[src/rtl/clk_ratio_meter.sv]
`default_nettype none
// ============================================================================
//  Module      : clk_ratio_meter
//  Description : Measures a slow divided clock against the reference clock:
//                period, high time, 50% duty flag, ratio lock and timeout.
//  Revision    : 1.0 - initial release
// ============================================================================
module clk_ratio_meter #(
    parameter int CNT_W       = 16,
    parameter int SYNC_STAGES = 2,
    parameter int LOCK_CNT    = 4,
    parameter int TOL         = 0
) (
    input  logic             i_clk,
    input  logic             i_rst,
    input  logic             i_clk_div,
    output logic [CNT_W-1:0] o_period,
    output logic [CNT_W-1:0] o_high,
    output logic             o_even,
    output logic             o_valid,
    output logic             o_locked,
    output logic             o_timeout
);

    localparam int               LCW           = $clog2(LOCK_CNT + 1);
    localparam logic [CNT_W-1:0] C_CNT_MAX     = {CNT_W{1'b1}};
    localparam logic [CNT_W-1:0] C_CNT_TO      = C_CNT_MAX - 1'b1;
    localparam logic [CNT_W-1:0] C_CNT_ONE     = CNT_W'(1);
    localparam logic [CNT_W-1:0] C_TOL         = CNT_W'(TOL);
    localparam logic [LCW-1:0]   C_LOCK_MAX    = LCW'(LOCK_CNT);
    localparam logic [LCW-1:0]   C_LOCK_ONE    = LCW'(1);
    localparam logic             C_LOCK_AT_ONE = (LOCK_CNT == 1);

    typedef enum logic [1:0] {
        S_IDLE  = 2'd0,
        S_ARMED = 2'd1,
        S_TRACK = 2'd2
    } state_t;

    state_t                 r_state;
    state_t                 w_state_nxt;
    logic [SYNC_STAGES-1:0] r_sync;
    logic                   r_prev;
    logic                   w_sync;
    logic                   w_rise;
    logic                   w_fall;
    logic [CNT_W-1:0]       r_cnt;
    logic [CNT_W-1:0]       r_hcnt;
    logic [LCW-1:0]         r_lock_cnt;
    logic [LCW-1:0]         w_lock_nxt;
    logic [LCW-1:0]         w_lock_inc;
    logic [CNT_W-1:0]       w_diff;
    logic                   w_match;
    logic                   w_cnt_to;
    logic                   w_measure;
    logic                   w_valid_nxt;
    logic                   w_locked_nxt;
    logic                   w_timeout_nxt;

    always_ff @(posedge i_clk) begin
        if (i_rst) begin
            r_sync <= '0;
            r_prev <= 1'b0;
        end else begin
            r_sync <= {r_sync[SYNC_STAGES-2:0], i_clk_div};
            r_prev <= r_sync[SYNC_STAGES-1];
        end
    end

    assign w_sync = r_sync[SYNC_STAGES-1];
    assign w_rise = w_sync & ~r_prev;
    assign w_fall = ~w_sync & r_prev;

    // r_cnt holds the cycles elapsed since the last rise, saturating.
    always_ff @(posedge i_clk) begin
        if (i_rst) begin
            r_cnt  <= '0;
            r_hcnt <= '0;
        end else begin
            if (w_rise) begin
                r_cnt <= C_CNT_ONE;
            end else if (r_cnt != C_CNT_MAX) begin
                r_cnt <= r_cnt + 1'b1;
            end
            if (w_fall) begin
                r_hcnt <= r_cnt;
            end
        end
    end

    // Timeout fires on the edge where the counter lands on its ceiling.
    assign w_cnt_to   = (r_cnt == C_CNT_TO);
    assign w_diff     = (r_cnt >= o_period) ? (r_cnt - o_period) : (o_period - r_cnt);
    assign w_match    = (w_diff <= C_TOL);
    assign w_lock_inc = (r_lock_cnt >= C_LOCK_MAX) ? C_LOCK_MAX : (r_lock_cnt + C_LOCK_ONE);

    always_comb begin
        w_state_nxt   = r_state;
        w_lock_nxt    = r_lock_cnt;
        w_locked_nxt  = o_locked;
        w_timeout_nxt = o_timeout;
        w_measure     = 1'b0;
        w_valid_nxt   = 1'b0;
        case (r_state)
            S_IDLE: begin
                if (w_rise) begin
                    w_state_nxt   = S_ARMED;
                    w_timeout_nxt = 1'b0;
                end
            end
            S_ARMED: begin
                if (w_rise) begin
                    w_measure    = 1'b1;
                    w_lock_nxt   = C_LOCK_ONE;
                    w_locked_nxt = C_LOCK_AT_ONE;
                    w_state_nxt  = S_TRACK;
                end else if (w_cnt_to) begin
                    w_timeout_nxt = 1'b1;
                    w_locked_nxt  = 1'b0;
                    w_lock_nxt    = '0;
                    w_state_nxt   = S_IDLE;
                end
            end
            S_TRACK: begin
                if (w_rise) begin
                    w_measure = 1'b1;
                    if (w_match) begin
                        w_lock_nxt   = w_lock_inc;
                        w_locked_nxt = (w_lock_inc == C_LOCK_MAX);
                    end else begin
                        w_lock_nxt   = C_LOCK_ONE;
                        w_locked_nxt = 1'b0;
                    end
                end else if (w_cnt_to) begin
                    w_timeout_nxt = 1'b1;
                    w_locked_nxt  = 1'b0;
                    w_lock_nxt    = '0;
                    w_state_nxt   = S_IDLE;
                end
            end
            default: begin
                w_state_nxt = S_IDLE;
            end
        endcase
        if (w_measure) begin
            w_valid_nxt   = 1'b1;
            w_timeout_nxt = 1'b0;
        end
    end

    always_ff @(posedge i_clk) begin
        if (i_rst) begin
            r_state    <= S_IDLE;
            r_lock_cnt <= '0;
            o_period   <= '0;
            o_high     <= '0;
            o_even     <= 1'b0;
            o_valid    <= 1'b0;
            o_locked   <= 1'b0;
            o_timeout  <= 1'b0;
        end else begin
            r_state    <= w_state_nxt;
            r_lock_cnt <= w_lock_nxt;
            o_valid    <= w_valid_nxt;
            o_locked   <= w_locked_nxt;
            o_timeout  <= w_timeout_nxt;
            if (w_measure) begin
                o_period <= r_cnt;
                o_high   <= r_hcnt;
                // Widened by one bit so doubling the high time cannot wrap.
                o_even   <= ({r_hcnt, 1'b0} == {1'b0, r_cnt});
            end
        end
    end

endmodule
`default_nettype wire
[config.mk]
export PLATFORM = sky130hd
export DESIGN_NAME = clk_ratio_meter
export DESIGN_NICKNAME = d
export VERILOG_FILES = /design/src/rtl/clk_ratio_meter.sv
export SDC_FILE = /design/constraint.sdc
export NUM_CORES = 1
export LEC_CHECK = 0
export BUFFER_PORTS_ARGS = -buffer_cell sky130_fd_sc_hd__buf_2
export CORE_UTILIZATION = 39
export DETAILED_ROUTE_END_ITERATION = 10
export MAX_ROUTING_LAYER = met4
export PLACE_DENSITY = 0.59
export SYNTH_ARGS = -nofsm -noshare
export SYNTH_HDL_FRONTEND = slang
export SYNTH_SLANG_ARGS = --single-unit
[constraint.sdc]
create_clock -name i_clk -period 3.8 [get_ports i_clk]
set_clock_uncertainty 0.1 [all_clocks]
set_input_delay 0.38 -clock i_clk [delete_from_list [all_inputs] [get_ports i_clk]]
set_output_delay 0.38 -clock i_clk [all_outputs]
set_load 0.005 [all_outputs]
==> run metrics <==
worst-skew pair later-pin latency=340 ps; Int Power=1.46 mW; Critical Path AT=3460 ps; Detailed Route WL=12.6 mm; Worst Path Required=3900 ps; Synth Flop Type=dfxtp_1; Switch Pwr=0.482 mW; Via density=5.55; CTS Buffer Depth=2; worst min path class=input port to flip-flop; layout cells sized above 1=14.4%; crit share post-route=88.2%; # IOs=39; synthesized area per cell=8.27 um2; Worst Reg-to-Reg Cells=10; Max Cap Viol=0; full die area=0.0128 mm2; first-pass GRT wire length=20.2 mm; post-synthesis register bit count=76; Worst setup SP type=flip-flop; Worst Path Class, Setup=flip-flop to flip-flop; via count=4200; Final setup viols=0; Layout Utilization=44.6%; top cell type's share of synthesized area=31.6%; Max VDD drop=261 uV; Post-Route Setup TNS=0 ps; DR iter-0 viols=253; DR pass1 iterations=5; largest net degree at the start of global routing=31; top post-synthesis cells by area=dfxtp_1, ha_1, nand2_1, a21oi_1, a22o_1; Mapped Area=0.00481 mm2; global route overflow=0; Routed Antenna Nets=0; Seq/Total Area, Yosys=31.6%; reg2reg setup slack=450 ps; WHS=150 ps; fin crit period=3350 ps; diode count=0; most frequent cells in the layout=nand2_1, dfxtp_1, a21oi_1; LEAKAGE=2.16 nW; hold buffer count at cts=0; total core area=0.0120 mm2; Placed Instances=742; Async SR Flop Fraction=0%; Worst Setup End Kind=flip-flop; Starting Density=40.1%; wire length per cell=16.6 um; Hold Path Depth=2; clock root buffer=clkbuf_16; Resize count post-CTS=0; status=complete, no violations; Setup Fix Bufs, Post-CTS=0; Crit Path Max Fanout=13; Comb power frac=10.4%; Final nets=648; Synth Warn #=0; cell taking the most area after synthesis=dfxtp_1; H-tree levels=3; die span in x=113 um; Final Hold Vio Count=0; CTS Sinks=76; Post-Syn Nets=624; CTS tree=built; Pwr Density=362 mW/mm2; Final Slew Violations=0; gp weighted congestion=0.976; synth unique cells=71; hold_sp=i_clk_div; reg-to-reg endpoint=r_lock_cnt[0]; Hold Path Sink=r_sync[0]; number of synthesized flops with an enable pin=0; hpwl dp=9.34 mm; Reg power frac=41.9%; Least-Margin Pin Slew=1060 ps; GRT Overall Usage=20.9%; row cnt=40; vias in the first global route=3966; Switching Share=24.9%; leading cell type in the layout, fill and taps excluded=nand2_1; Clk pin slew, worst setup/hold paths=60 ps; Cell Count, Final, Fillers Out=757; DRC Markers=0; Area Growth Syn to Fin=11.2%; number of I/O port buffers=38; fmax=298 MHz; worst reg2reg path startpoint=r_cnt[4]; relative slew slack=29.0%; power share of the clock group=47.7%; initial antenna violation count=0; RSZ-0062 raised after global routing=false; cells after synthesis=582; die height=113 um; total CTS buffers=9
cell usage after synthesis, types with 3 or more instances:
cell type / number
xnor2_1: 20
buf_2: 3
o21ai_1: 6
nor3b_1: 3
xor2_1: 17
a21oi_2: 3
dfxtp_1: 76
a22o_1: 20
clkbuf_1: 15
nand2b_1: 4
or3_1: 6
o21ai_0: 33
o21bai_1: 3
nor2b_1: 11
nand2_1: 79
ha_1: 39
nor3_1: 15
o21a_1: 7
buf_6: 8
or2_2: 3
nor4_1: 6
nand3_1: 12
nand4_1: 6
o31a_1: 3
inv_1: 45
o2111ai_1: 3
a21oi_1: 49
nor2_1: 36
metal layers:
metal	GRT usage (%)	wire, um	share of wire, %
met3	4.07	586	4.7
met1	27.1	5990	48
met4	7.98	249	2.0
met2	32.1	5740	46
met5	-	0	0
through the flow:
step | cell area, um2 | worst slack (ps) | power [mW]
2_1_floorplan | 4810 | 1110 | 0.984
5_1_grt | 5350 | 157 | 2.00
3_3_place_gp | 5040 | 592 | 1.03
3_5_place_dp | 5040 | 525 | 1.03
6_report | 5350 | 448 | 1.94
4_1_cts | 5350 | 515 | 1.95
area by class of cell:
cell class                      count  area (um2)
Multi-Input combinational cell    434        2960
Sequential cell                    76        1520
Clock buffer                        9         225
Fill cell                        1217        6660
Tap cell                          147         184
Clock inverter                      6        90.1
Inverter                           45         169
Timing Repair Buffer               40         205
critical path: stages, from the launching register on:
cell and delay, ps:
dfxtp_1 410, ha_1 620, nand4_1 190, o21bai_1 280
a311oi_4 420, o21ai_1 130, mux2i_1 170, nor4_2 350
o22ai_2 180, nor3_1 250, o22ai_1 110
flip-flops by register name (all words and copies together), names as in the netlist:
| name | count |
|---|---|
| o_period | 16 |
| r_lock_cnt | 3 |
| r_sync | 2 |
| o_locked | 1 |
| o_even | 1 |
| r_hcnt | 16 |
| r_state | 2 |
| r_prev | 1 |
| o_valid | 1 |
| o_high | 16 |
| r_cnt | 16 |
| o_timeout | 1 |
power by group through the flow:
stage | clock, mW | sequential (mW) | combinational [mW]
global route | 0.968 | 0.813 | 0.219
floorplan | 0 | 0.825 | 0.159
CTS | 0.942 | 0.812 | 0.200
global placement | 0 | 0.830 | 0.199
detailed placement | 0 | 0.830 | 0.198
finish | 0.924 | 0.812 | 0.202
cells by family after synthesis:
family	after synthesis	share of synthesized area, %
flops	76	31.6
fa+ha+maj	39	10.1
buf+inv	72	7.02
xor+xnor	37	6.73
compound gates	158	23.5
mux	3	0.728
simple gates	197	20.2
worst max-delay path by stage:
stage	cells after the start	start	endpoint	slack, ps
final	10	r_cnt[4]	r_lock_cnt[0]	450
after global routing	10	r_cnt[4]	r_lock_cnt[0]	160
after CTS	10	r_cnt[4]	r_lock_cnt[0]	520
after detailed placement	10	r_cnt[4]	r_lock_cnt[0]	530
after global placement	10	r_cnt[4]	r_lock_cnt[0]	590
after floorplan	12	o_period[7]	r_lock_cnt[2]	1110
Power figures use the tool's default switching activity.
